**src/rtl/swervolf_uart_pkg.sv**
```systemverilog
// rtl/swervolf_uart_pkg.sv - shared constants, state encoding and baud divider helpers for the UART sink
package swervolf_uart_pkg;

    localparam int unsigned DEFAULT_BAUD = 115200;

    typedef enum logic [2:0] {
        ST_IDLE,
        ST_START,
        ST_DATA,
        ST_STOP,
        ST_BREAK
    } rx_state_t;

    function automatic int unsigned baud_div(input int unsigned clk_hz, input int unsigned baud);
        return clk_hz / baud;
    endfunction

    function automatic int unsigned baud_half(input int unsigned clk_hz, input int unsigned baud);
        return baud_div(clk_hz, baud) / 2;
    endfunction

endpackage

```
**src/rtl/uart_sink_fifo.sv**
```systemverilog
// rtl/uart_sink_fifo.sv - synchronous FIFO with separate occupancy count, no fall-through
module uart_sink_fifo #(
    parameter int unsigned WIDTH = 8,
    parameter int unsigned DEPTH = 16
) (
    input  logic                           clk,
    input  logic                           rst,
    input  logic                           push,
    input  logic [WIDTH-1:0]               push_data,
    input  logic                           pop,
    output logic [WIDTH-1:0]               pop_data,
    output logic                           full,
    output logic                           empty,
    output logic [$clog2(DEPTH+1)-1:0]     level
);
    localparam int unsigned AW = $clog2(DEPTH);
    localparam int unsigned LW = $clog2(DEPTH + 1);

    logic [WIDTH-1:0] mem [DEPTH];
    logic [AW-1:0]    wr_ptr;
    logic [AW-1:0]    rd_ptr;
    logic             do_push;
    logic             do_pop;

    assign full     = (level == LW'(DEPTH));
    assign empty    = (level == '0);
    assign do_pop   = pop && !empty;
    // A full FIFO still accepts a push when the same edge frees a slot.
    assign do_push  = push && (!full || do_pop);
    assign pop_data = mem[rd_ptr];

    always_ff @(posedge clk) begin
        if (rst) begin
            wr_ptr <= '0;
            rd_ptr <= '0;
            level  <= '0;
            for (int i = 0; i < int'(DEPTH); i++) begin
                mem[i] <= '0;
            end
        end else begin
            if (do_push) begin
                mem[wr_ptr] <= push_data;
                wr_ptr      <= wr_ptr + 1'b1;
            end
            if (do_pop) begin
                rd_ptr <= rd_ptr + 1'b1;
            end
            case ({do_push, do_pop})
                2'b10:   level <= level + 1'b1;
                2'b01:   level <= level - 1'b1;
                default: level <= level;
            endcase
        end
    end

endmodule

```
**src/rtl/swervolf_uart_sink.sv**
```systemverilog
// rtl/swervolf_uart_sink.sv - UART receiver with synchronizer, framing check and byte FIFO stream output
module swervolf_uart_sink
    import swervolf_uart_pkg::*;
#(
    parameter int unsigned CLK_FREQ_HZ = 32'd50_000_000,
    parameter int unsigned BAUD        = DEFAULT_BAUD,
    parameter int unsigned FIFO_DEPTH  = 16
) (
    input  logic                                clk,
    input  logic                                rst,
    input  logic                                i_rx,
    output logic [7:0]                          o_data,
    output logic                                o_valid,
    input  logic                                i_ready,
    output logic                                o_frame_err,
    output logic                                o_overflow,
    output logic [$clog2(FIFO_DEPTH+1)-1:0]     o_level
);
    localparam int unsigned DIV  = baud_div(CLK_FREQ_HZ, BAUD);
    localparam int unsigned HALF = baud_half(CLK_FREQ_HZ, BAUD);
    localparam int unsigned CW   = (DIV > 2) ? $clog2(DIV) : 1;
    localparam logic [CW-1:0] DIV_M1  = CW'(DIV - 1);
    localparam logic [CW-1:0] HALF_M1 = CW'(HALF - 1);

    logic          rx_meta;
    logic          rx_s;
    rx_state_t     state, state_n;
    logic [CW-1:0] cnt, cnt_n;
    logic [2:0]    bit_idx, idx_n;
    logic [7:0]    shreg, sh_n;
    logic          push_pend, push_n;
    logic          err_pend, err_n;
    logic          fifo_full;
    logic          fifo_empty;
    logic          pop;

    assign o_valid = !fifo_empty;
    assign pop     = o_valid && i_ready;

    always_ff @(posedge clk) begin
        if (rst) begin
            rx_meta <= 1'b1;
            rx_s    <= 1'b1;
        end else begin
            rx_meta <= i_rx;
            rx_s    <= rx_meta;
        end
    end

    always_comb begin
        state_n = state;
        cnt_n   = cnt;
        idx_n   = bit_idx;
        sh_n    = shreg;
        push_n  = 1'b0;
        err_n   = 1'b0;
        case (state)
            ST_IDLE: begin
                if (!rx_s) begin
                    cnt_n   = HALF_M1;
                    state_n = ST_START;
                end
            end
            ST_START: begin
                if (cnt == '0) begin
                    if (!rx_s) begin
                        cnt_n   = DIV_M1;
                        idx_n   = 3'd0;
                        state_n = ST_DATA;
                    end else begin
                        state_n = ST_IDLE;
                    end
                end else begin
                    cnt_n = cnt - 1'b1;
                end
            end
            ST_DATA: begin
                if (cnt == '0) begin
                    sh_n  = {rx_s, shreg[7:1]};
                    cnt_n = DIV_M1;
                    idx_n = bit_idx + 3'd1;
                    if (bit_idx == 3'd7) begin
                        state_n = ST_STOP;
                    end
                end else begin
                    cnt_n = cnt - 1'b1;
                end
            end
            ST_STOP: begin
                if (cnt == '0) begin
                    if (rx_s) begin
                        push_n  = 1'b1;
                        state_n = ST_IDLE;
                    end else begin
                        err_n   = 1'b1;
                        state_n = ST_BREAK;
                    end
                end else begin
                    cnt_n = cnt - 1'b1;
                end
            end
            ST_BREAK: begin
                if (rx_s) begin
                    state_n = ST_IDLE;
                end
            end
            default: state_n = ST_IDLE;
        endcase
    end

    // Push and error are staged one cycle so both surface at the same offset.
    always_ff @(posedge clk) begin
        if (rst) begin
            state       <= ST_IDLE;
            cnt         <= '0;
            bit_idx     <= '0;
            shreg       <= '0;
            push_pend   <= 1'b0;
            err_pend    <= 1'b0;
            o_frame_err <= 1'b0;
            o_overflow  <= 1'b0;
        end else begin
            state       <= state_n;
            cnt         <= cnt_n;
            bit_idx     <= idx_n;
            shreg       <= sh_n;
            push_pend   <= push_n;
            err_pend    <= err_n;
            o_frame_err <= err_pend;
            if (push_pend && fifo_full && !pop) begin
                o_overflow <= 1'b1;
            end
        end
    end

    uart_sink_fifo #(
        .WIDTH (8),
        .DEPTH (FIFO_DEPTH)
    ) u_fifo (
        .clk       (clk),
        .rst       (rst),
        .push      (push_pend),
        .push_data (shreg),
        .pop       (pop),
        .pop_data  (o_data),
        .full      (fifo_full),
        .empty     (fifo_empty),
        .level     (o_level)
    );

endmodule

```
**config.mk**
```make
export PLATFORM = sky130hd
export DESIGN_NAME = swervolf_uart_sink
export DESIGN_NICKNAME = d
export VERILOG_FILES = /design/src/rtl/swervolf_uart_pkg.sv /design/src/rtl/uart_sink_fifo.sv /design/src/rtl/swervolf_uart_sink.sv
export SDC_FILE = /design/constraint.sdc
export NUM_CORES = 1
export LEC_CHECK = 0
export BUFFER_PORTS_ARGS = -buffer_cell sky130_fd_sc_hd__buf_2
export CAP_MARGIN = 10
export CORE_MARGIN = 8
export CORE_UTILIZATION = 45
export CTS_CLUSTER_SIZE = 10
export DETAILED_ROUTE_END_ITERATION = 6
export PLACE_DENSITY = 0.6
export SYNTH_ARGS = -nofsm -noshare
export SYNTH_HDL_FRONTEND = slang
export SYNTH_SLANG_ARGS = --single-unit
```
**constraint.sdc**
```tcl
create_clock -name clk -period 2.9 [get_ports clk]
set_input_delay 0.435 -clock clk [delete_from_list [all_inputs] [get_ports clk]]
set_output_delay 0.435 -clock clk [all_outputs]
set_load 0.005 [all_outputs]
```
Word-level counts from Yosys, hierarchy flattened:

Memories as Yosys holds them, arrays and structs flattened. A register that Yosys moved wholly into a read port is not among the register bits.
Index checks and enable logic that the tools add are counted.

* register bits: 42
* memory bits (writable): 128
* input bits: 4
* output and inout bits: 16
* memories kept: 1

* $add $sub $neg: 6
* eq/ne operators: 17
* muxes and demuxes: 32
* bitwise gates (word level): 2
* reductions and logical operators: 21

Memory list
* u_fifo.mem: depth 16, width 8, rd ports 1, clocked after memory_dff 1, wr ports 16, RTL line uart_sink_fifo.sv:19 `logic [WIDTH-1:0] mem [DEPTH];`

Operators with widths (count)
* $mux W9: 5
* $pmux W9 S4: 1
* $mux W3: 10
* $ne A2 B2 Y1 const B: 8
* $pmux W3 S5: 1
* $mux W4: 3
* $pmux W5 S2: 1
* $logic_not A9 Y1: 1
* $sub A9 B1 Y9 const B: 1
* $add A4 B1 Y4 const B: 2
* $mux W1: 8
* $mux W8: 1
* $reduce_and A4 Y1: 2
* $reduce_or A8 Y1: 1
* $eq A3 B2 Y1 const B: 2
* $eq A3 B3 Y1 const B: 2
* $pmux W3 S2: 1
* $reduce_and A6 Y1: 1
* $add A5 B1 Y5 const B: 1
* $eq A5 B5 Y1 const B: 1
* $logic_and A1 B1 Y1: 5
* $logic_not A5 Y1: 1
* $sub A5 B1 Y5 const B: 1
* $reduce_bool A2 Y1: 2
* other kinds (13): 16

Depth between registers and ports, before layout:

Gate-level depths: netlist (run 1).

* depth in word-level cells: 11
* gate-level depth with buffers: 12

Modules after synthesis:

A second synthesis (run 1) with hierarchy kept.

* cell total of the unflattened synthesis: 650
* area total of the unflattened synthesis: 8205.4 um2

By module, submodules not included
* uart_sink_fifo: instances 1, cells an instance 476, area each 6746.5 um2, sequential area each 4184.0 um2
* swervolf_uart_sink: instances 1, cells an instance 174, area each 1458.9 um2, sequential area each 580.6 um2

Worst setup path after synthesis (run 1):

OpenSTA, ideal clock, no wires.

* path type: register to register
* start point: register u_fifo.level[1]
* end point: register u_fifo.level[4]
* arrival: 2562 ps
* required time: 2830 ps
* slack: 268 ps
* stages on the path, launching flop included: 12
* path buffers: 1
* clock period less this slack: 2632 ps
* path through: dfxtp_1 > buf_2 > nor4_4 > a21boi_1 > ha_1 > xor2_1 > ha_1 > a211o_1 > a21oi_1 > a221oi_1 > or3_1 > a21oi_1

* word-level cells in the longest chain between the ends: 8
* elaborated cells on any way between the ends: 14

RTL lines
* start, declared: RTL line uart_sink_fifo.sv:14 `output logic [$clog2(DEPTH+1)-1:0] level`
* start signal, assigned: RTL line uart_sink_fifo.sv:49 `2'b10: level <= level + 1'b1;`
* start signal, assigned: RTL line uart_sink_fifo.sv:50 `2'b01: level <= level - 1'b1;`
* start signal, assigned: RTL line uart_sink_fifo.sv:51 `default: level <= level;`
* $logic_not A5 Y1 *: RTL line uart_sink_fifo.sv:26 `assign empty = (level == '0);`
* $logic_not A1 Y1 *: RTL line uart_sink_fifo.sv:27, swervolf_uart_sink.sv:37
* $logic_and A1 B1 Y1: RTL line swervolf_uart_sink.sv:38 `assign pop = o_valid && i_ready;`
* $logic_and A1 B1 Y1 *: RTL line uart_sink_fifo.sv:27 `assign do_pop = pop && !empty;`
* named net u_fifo.do_pop: RTL line uart_sink_fifo.sv:23 `logic do_pop;`
* $logic_or A1 B1 Y1: RTL line uart_sink_fifo.sv:29 `assign do_push = push && (!full || do_pop);`
* $logic_and A1 B1 Y1: RTL line uart_sink_fifo.sv:29
* $eq A2 B1 Y1 or $eq A2 B2 Y1 (tied branches): RTL line uart_sink_fifo.sv:48 `case ({do_push, do_pop})`
* $pmux W5 S2 or $reduce_bool A2 Y1 (tied branches)

The timed path passes the listed nets; every way through them passes the cells marked *.
A chain may end at the register's enable or synchronous reset.

==> results.yml, run 1 <==
timing:
  slew_headroom_pct: 51.6
  post-route-period-util_pct: 95.6
  finalSetupTns_ns: 0
  fmax_mhz: 361
  final.hold.worst_slack_ns: 0.193
  hold_violations: 0
  postLayoutSetupSlackWorst_ns: 0.127
  final_max_slew_viol_count: 0
  report.final.setup_viol: 0
  period_minus_slack_ns: 2.77
  worst_pin_slew_ns: 0.725
  clock-skew-final_ns: 0.00733
  setup_repair_after_global_routing_missed_its_margin: "no"
clock_network:
  post_cts_resized: 0
  cts_tree: "built"
  clockRootBuffer: "sky130_fd_sc_hd__clkbuf_16"
  cts-htree-levels: 4
  cts.repair_timing.setup_buffer_count: 0
  worst_skew_pair.late_latency_ns: 0.42
  path_clk_slew_ns: 0.06
  cts_hold_repair.buffers: 0
  cts-buffers-inserted: 17
  cts.sink_count: 174
  cts_max_path_buffers: 2
hold_path:
  start_point_of_the_worst_hold_path: "i_rx"
  number_of_stages_on_the_worst_hold_path: 2
  worstHoldEndpoint: "rx_meta$_SDFF_PP1_"
  hold_path.class: "input port to register"
setup_path:
  total_stage_count_of_the_critical_path: 4
  critical_path.top_delay_family: "multiplexers"
  reg2reg_setup_slack_ns: 0.30
  crit_chain: "buf_12 > mux4_1 > mux4_2 > buf_2"
  critPathKind: "register to primary output"
  critical_path.reg2reg.endpoint: "u_fifo.level[4]$_SDFFE_PP0P_"
  worstSetupStartpointType: "register"
  worst_ep_required_time_ns: 2.47
  timing.critical_path.buf_inv: 2
  max_stage_delay_ns: 0.69
  crit_arrival_ns: 2.34
  depth_of_the_worst_register_to_register_path: 11
  regToRegStartpoint: "u_fifo.level[1]$_SDFFE_PP0P_"
  critical_path.max_fanout: 32
  critical_path.endpoint_type: "primary output"
  crit_path_top_delay_cell: "sky130_fd_sc_hd__mux4_1"
placement:
  port-buffer-count: 19
  post_detailed_placement_cell_area_mm2: 0.00853
  place.gp.congestion: 0.826
  detailedPlacementHpwl_um: 11100
  post-place-ws_ns: 0.344
drt:
  drt-pass1-iter-count: 4
  routed_wire_length_per_instance_um: 19.6
  via_per_inst: 5.50
  finalWirelength_um: 17100
  route.detailed.drc: 0
  first_iter_violations: 335
  vias: 4800
  detail-route-antenna-nets: 0
pwr:
  cellLeakagePower_nw: 3.38
  swShare_pct: 22.0
  power.sequential.fraction_pct: 54.0
  power.share.combinational_pct: 4.6
  power_report.internal_total_mw: 4.03
  part_of_the_power_in_the_clock_network_pct: 41.5
  peakVddDrop_mv: 0.400
  power_density_mw_per_mm2: 569
  p_sw_mw: 1.14
flow_run:
  max-cap-violations: 0
synthesis:
  async_set_reset_flop_share_out_of_synthesis_pct: 0
  syn-num-nets: 620
  synth_area_per_cell_um2: 13.5
  synth_top_area_share_pct: 47.2
  synthCells: 604
  ys_ff_latch: 174
  synth_area_leader: "sky130_fd_sc_hd__edfxtp_1"
  synth_common_cells: "sky130_fd_sc_hd__and2_1 (128), sky130_fd_sc_hd__edfxtp_1 (128), sky130_fd_sc_hd__dfxtp_1 (46), sky130_fd_sc_hd__nor2_1 (46), sky130_fd_sc_hd__mux4_1 (24)"
  netlist_area_mm2: 0.00815
  synth-edff-count: 128
  yosys_warnings: 0
  synthTopCellsByArea: "sky130_fd_sc_hd__edfxtp_1 (47%), sky130_fd_sc_hd__dfxtp_1 (11%), sky130_fd_sc_hd__and2_1 (9.8%)"
  synth-seq-area-share_pct: 58.5
  ys_dominant_reg_cell: "sky130_fd_sc_hd__edfxtp_1"
  synth.lib_cells_used.distinct: 53
status:
  status: "completed"
floorplanning:
  die_x_um: 151
  num_rows: 49
  dieHeight_um: 151
  initial_utilization_pct: 45.7
  boundaryPins: 20
  floorplan_die_area_mm2: 0.0227
  core-area_mm2: 0.0178
final_layout:
  flow.area_growth_from_synthesis_pct: 11.6
  antenna_cells: 0
  seq_area_mm2: 0.00477
  final_layout_size_suffix_gt1_share_pct: 16.0
  fillCellCount: 1525
  multi_input_logic_area_mm2: 0.00318
  nNetsFinal: 647
  post-route-cell-area_mm2: 0.00909
grt:
  pin_count_of_the_biggest_net_entering_global_routing: 63
  grt_pass1_wl_um: 26800
  globalRouteTotalUtil_pct: 15.8
  grt_antenna_before_repair: 0
  gr-total-overflow: 0
  grt_pass1_vias: 4843
==> sequential cells by signal (all words and copies together), names as in the netlist, named ones only <==
signal	flops
u_fifo.rd_ptr	4
bit_idx	3
u_fifo.level	5
cnt	9
push_pend	1
o_overflow	1
shreg	8
u_fifo.wr_ptr	4
u_fifo.mem	128
rx_meta	1
state	3
o_frame_err	1
rx_s	1
err_pend	1
==> layout by cell type, fill, tap and decap left out, types with 2 or more instances in the layout <==
master and count:
sky130_fd_sc_hd__nand2_1 22, sky130_fd_sc_hd__nor3_1 10, sky130_fd_sc_hd__nand3_1 8, sky130_fd_sc_hd__o22ai_1 2, sky130_fd_sc_hd__a21oi_1 21, sky130_fd_sc_hd__or3_1 5, sky130_fd_sc_hd__clkbuf_8 2, sky130_fd_sc_hd__a31oi_1 2
sky130_fd_sc_hd__and2_1 128, sky130_fd_sc_hd__buf_4 21, sky130_fd_sc_hd__buf_2 19, sky130_fd_sc_hd__inv_4 2, sky130_fd_sc_hd__mux4_1 24, sky130_fd_sc_hd__inv_6 3, sky130_fd_sc_hd__nor4_1 4, sky130_fd_sc_hd__nor2b_1 5
sky130_fd_sc_hd__inv_1 6, sky130_fd_sc_hd__edfxtp_1 128, sky130_fd_sc_hd__a211oi_1 2, sky130_fd_sc_hd__xor2_1 6, sky130_fd_sc_hd__clkinv_2 5, sky130_fd_sc_hd__clkbuf_16 18, sky130_fd_sc_hd__or2_1 16, sky130_fd_sc_hd__a22oi_1 3
sky130_fd_sc_hd__nor3b_1 2, sky130_fd_sc_hd__nor3_2 5, sky130_fd_sc_hd__nand2b_1 6, sky130_fd_sc_hd__or2_2 3, sky130_fd_sc_hd__ha_1 12, sky130_fd_sc_hd__mux2i_1 11, sky130_fd_sc_hd__mux4_2 16, sky130_fd_sc_hd__xnor2_1 3
sky130_fd_sc_hd__dfxtp_1 45, sky130_fd_sc_hd__o21ai_0 9, sky130_fd_sc_hd__a211o_1 2, sky130_fd_sc_hd__nor2_1 46
==> area by class of cell <==
cell class	count	area share [%]
multi-input combinational	391	35.0
clock buffer	20	5.26
timing repair buffer	41	3.00
sequential	174	52.4
tap	229	3.15
clock inverter	12	0.881
inverter	6	0.248
==> cells by family (layout without fill, tap and decap cells) <==
logic type | Yosys count | after routing | synth area share [%]
buffers and inverters | 39 | 79 | 2.44
AOI/OAI and AO/OA | 51 | 51 | 3.92
and+or+nand+nor | 268 | 268 | 18.8
xor gates and xnor gates | 9 | 9 | 0.968
muxes | 51 | 51 | 13.5
DFF | 174 | 174 | 58.5
adders and majority gates | 12 | 12 | 1.84
==> metal layers <==
layer  GRT usage [%]  vias up  part of all wire [%]
met2            26.3      101                    49
met4            5.10        0                   1.2
met5               0        -                     0
met3            3.10       15                   3.7
met1            20.3     2404                    46
li1                -     2280                     -
==> how the worst max path moves through the flow <==
| stage | startpoint | endpoint | slack (ns) |
|---|---|---|---|
| floorplan | u_fifo.level[1]$_SDFFE_PP0P_ | u_fifo.level[4]$_SDFFE_PP0P_ | 0.27 |
| CTS | register | o_data[6] | 0.09 |
| finish | register | o_data[3] | 0.13 |
| global route | register | o_data[5] | 0.03 |
| global placement | u_fifo.level[1]$_SDFFE_PP0P_ | u_fifo.level[4]$_SDFFE_PP0P_ | 0.40 |
| detailed placement | u_fifo.level[1]$_SDFFE_PP0P_ | u_fifo.level[4]$_SDFFE_PP0P_ | 0.34 |
==> through the flow <==
stage / power, mW / utilization [%] / std cells
CTS: 5.22 / 50.9 / 873
finish: 5.17 / 50.9 / 873
detailed placement: 3.08 / 47.8 / 841
floorplan: 3.01 / - / 604
global route: 5.33 / 50.9 / 873
global placement: 3.07 / 47.8 / 841
==> power by group through the flow <==
stage | sequential, mW | clock [mW] | combinational [mW]
after floorplan | 2.83 | 0 | 0.178
after global placement | 2.84 | 0 | 0.230
after detailed placement | 2.85 | 0 | 0.235
after CTS | 2.79 | 2.19 | 0.236
after global routing | 2.80 | 2.27 | 0.255
final | 2.79 | 2.14 | 0.235
No activity file was read; power rests on OpenSTA's default activity.
==> run 2, diff against run 1 <==
==> constraint.sdc (replaced) <==
create_clock -name clk -period 3.4 [get_ports clk]
set_input_delay 0.51 -clock clk [delete_from_list [all_inputs] [get_ports clk]]
set_output_delay 0.51 -clock clk [all_outputs]
set_load 0.005 [all_outputs]
==> results.yml, run 2 (synthesis gave the netlist of run 1 again) <==
drt:
  met3_wirelength_um: 863
  first_iter_violations: 347
  routed_wire_length_per_instance_um: 19.6
  finalWirelength_um: 17000
  detail-route-antenna-nets: 0
  drt-pass1-iter-count: 5
  dr_wl_met2_um: 8230
  vias: 4812
  maxUsedRoutingLayer: "met4"
  route.detailed.drc: 0
  wl_met1_um: 7560
  via_per_inst: 5.54
clock_network:
  path_clk_slew_ns: 0.06
  cts-buffers-inserted: 17
  cts_hold_repair.buffers: 0
  cts-htree-levels: 4
  cts_tree: "built"
  clockRootBuffer: "sky130_fd_sc_hd__clkbuf_16"
  cts.sink_count: 174
  cts.repair_timing.setup_buffer_count: 0
  post_cts_resized: 0
  cts_max_path_buffers: 2
  worst_skew_pair.late_latency_ns: 0.42
placement:
  port-buffer-count: 19
  detailedPlacementHpwl_um: 11400
  post-place-ws_ns: 0.501
  post_detailed_placement_cell_area_mm2: 0.00849
  numPlacedInstances: 836
  place.gp.congestion: 0.813
final_layout:
  antenna_cells: 0
  finish.utilization_pct: 50.9
  top_register: "u_fifo.mem"
  largest_register_ffs: 128
  layout.cells.most_common_list: "sky130_fd_sc_hd__and2_1 (128), sky130_fd_sc_hd__edfxtp_1 (128), sky130_fd_sc_hd__nor2_1 (46), sky130_fd_sc_hd__dfxtp_1 (45), sky130_fd_sc_hd__mux4_1 (24)"
  nNetsFinal: 642
  finish.cell_count_without_fillers: 868
  post-route-cell-area_mm2: 0.00907
  largest_registers: "u_fifo.mem (128), cnt (9), shreg (8)"
  flow.area_growth_from_synthesis_pct: 11.4
  final_layout_size_suffix_gt1_share_pct: 15.3
timing:
  fmax_mhz: 331
  worst_pin_slew_ns: 0.749
  final_max_slew_viol_count: 0
  setup_repair_after_global_routing_missed_its_margin: "no"
  hold_violations: 0
  postLayoutSetupSlackWorst_ns: 0.380
  slew_headroom_pct: 50.0
  report.final.setup_viol: 0
  finalSetupTns_ns: 0
  clock-skew-final_ns: 0.00817
  final.hold.worst_slack_ns: 0.269
  period_minus_slack_ns: 3.02
  post-route-period-util_pct: 88.8
setup_path:
  worst_ep_required_time_ns: 2.89
  critPathKind: "register to primary output"
  crit_arrival_ns: 2.51
  worstSetupStartpointType: "register"
  critical_path.max_fanout: 24
  critical_path.endpoint_type: "primary output"
grt:
  grt_antenna_before_repair: 0
  globalRouteTotalUtil_pct: 16.0
  grt_pass1_vias: 4905
  gr-total-overflow: 0
  pin_count_of_the_biggest_net_entering_global_routing: 63
  grt_pass1_wl_um: 26900
floorplanning:
  num_rows: 49
  core-area_mm2: 0.0178
  boundaryPins: 20
  dieHeight_um: 151
  die_x_um: 151
  floorplan_die_area_mm2: 0.0227
  initial_utilization_pct: 45.7
pwr:
  power_density_mw_per_mm2: 491
  peakVddDrop_mv: 0.331
  power.total_mw: 4.46
  cellLeakagePower_nw: 3.37
status:
  status: "completed"
flow_run:
  max-cap-violations: 0
hold_path:
  hold_path.class: "input port to register"
-- run 2: cell types whose count changed in the layout (fill, tap and decap cells not counted), sizes merged --
cell | before | now
clkinvlp | 1 | 0
clkinv | 6 | 10
buf | 41 | 36
inv | 11 | 8
-- run 2: final timing paths --
check | cells past startpoint | endpoint | slack, ns | start
setup reg to reg | 10 | u_fifo.level[4]$_SDFFE_PP0P_ | 0.47 | u_fifo.level[1]$_SDFFE_PP0P_
setup / recovery | 4 | o_data[5] | 0.38 | register
hold reg to reg | 1 | rx_s$_SDFF_PP1_ | 0.42 | rx_meta$_SDFF_PP1_
hold / removal | 2 | rx_meta$_SDFF_PP1_ | 0.27 | i_rx
-- run 2: final cells by class --
type	count	area (um^2)
clock buffers	20	500
clock inverters	12	80.1
fillers	1531	8770
inverters	6	22.5
multi-input cells	391	3180
flip-flops and latches	174	4770
well taps	229	287
repair buffers	36	235
-- run 2: layer usage --
| metal | vias up | GRT usage [%] |
|---|---|---|
| li1 | 2271 | - |
| met1 | 2379 | 20.1 |
| met2 | 134 | 25.7 |
| met3 | 28 | 4.24 |
| met4 | 0 | 6.45 |
| met5 | - | 0 |
-- run 2: where the power goes --
part	switching, mW	total, mW	internal [mW]
Combinational	0.126	0.197	0.0715
Sequential	0.0325	2.38	2.35
Clock	0.814	1.88	1.07
-- run 2: critical path: stages, from the launching register on --
cell                      delay (ns)
sky130_fd_sc_hd__dfxtp_2        0.51
sky130_fd_sc_hd__buf_12         0.26
sky130_fd_sc_hd__mux4_1         0.64
sky130_fd_sc_hd__mux4_2         0.50
sky130_fd_sc_hd__buf_2          0.15
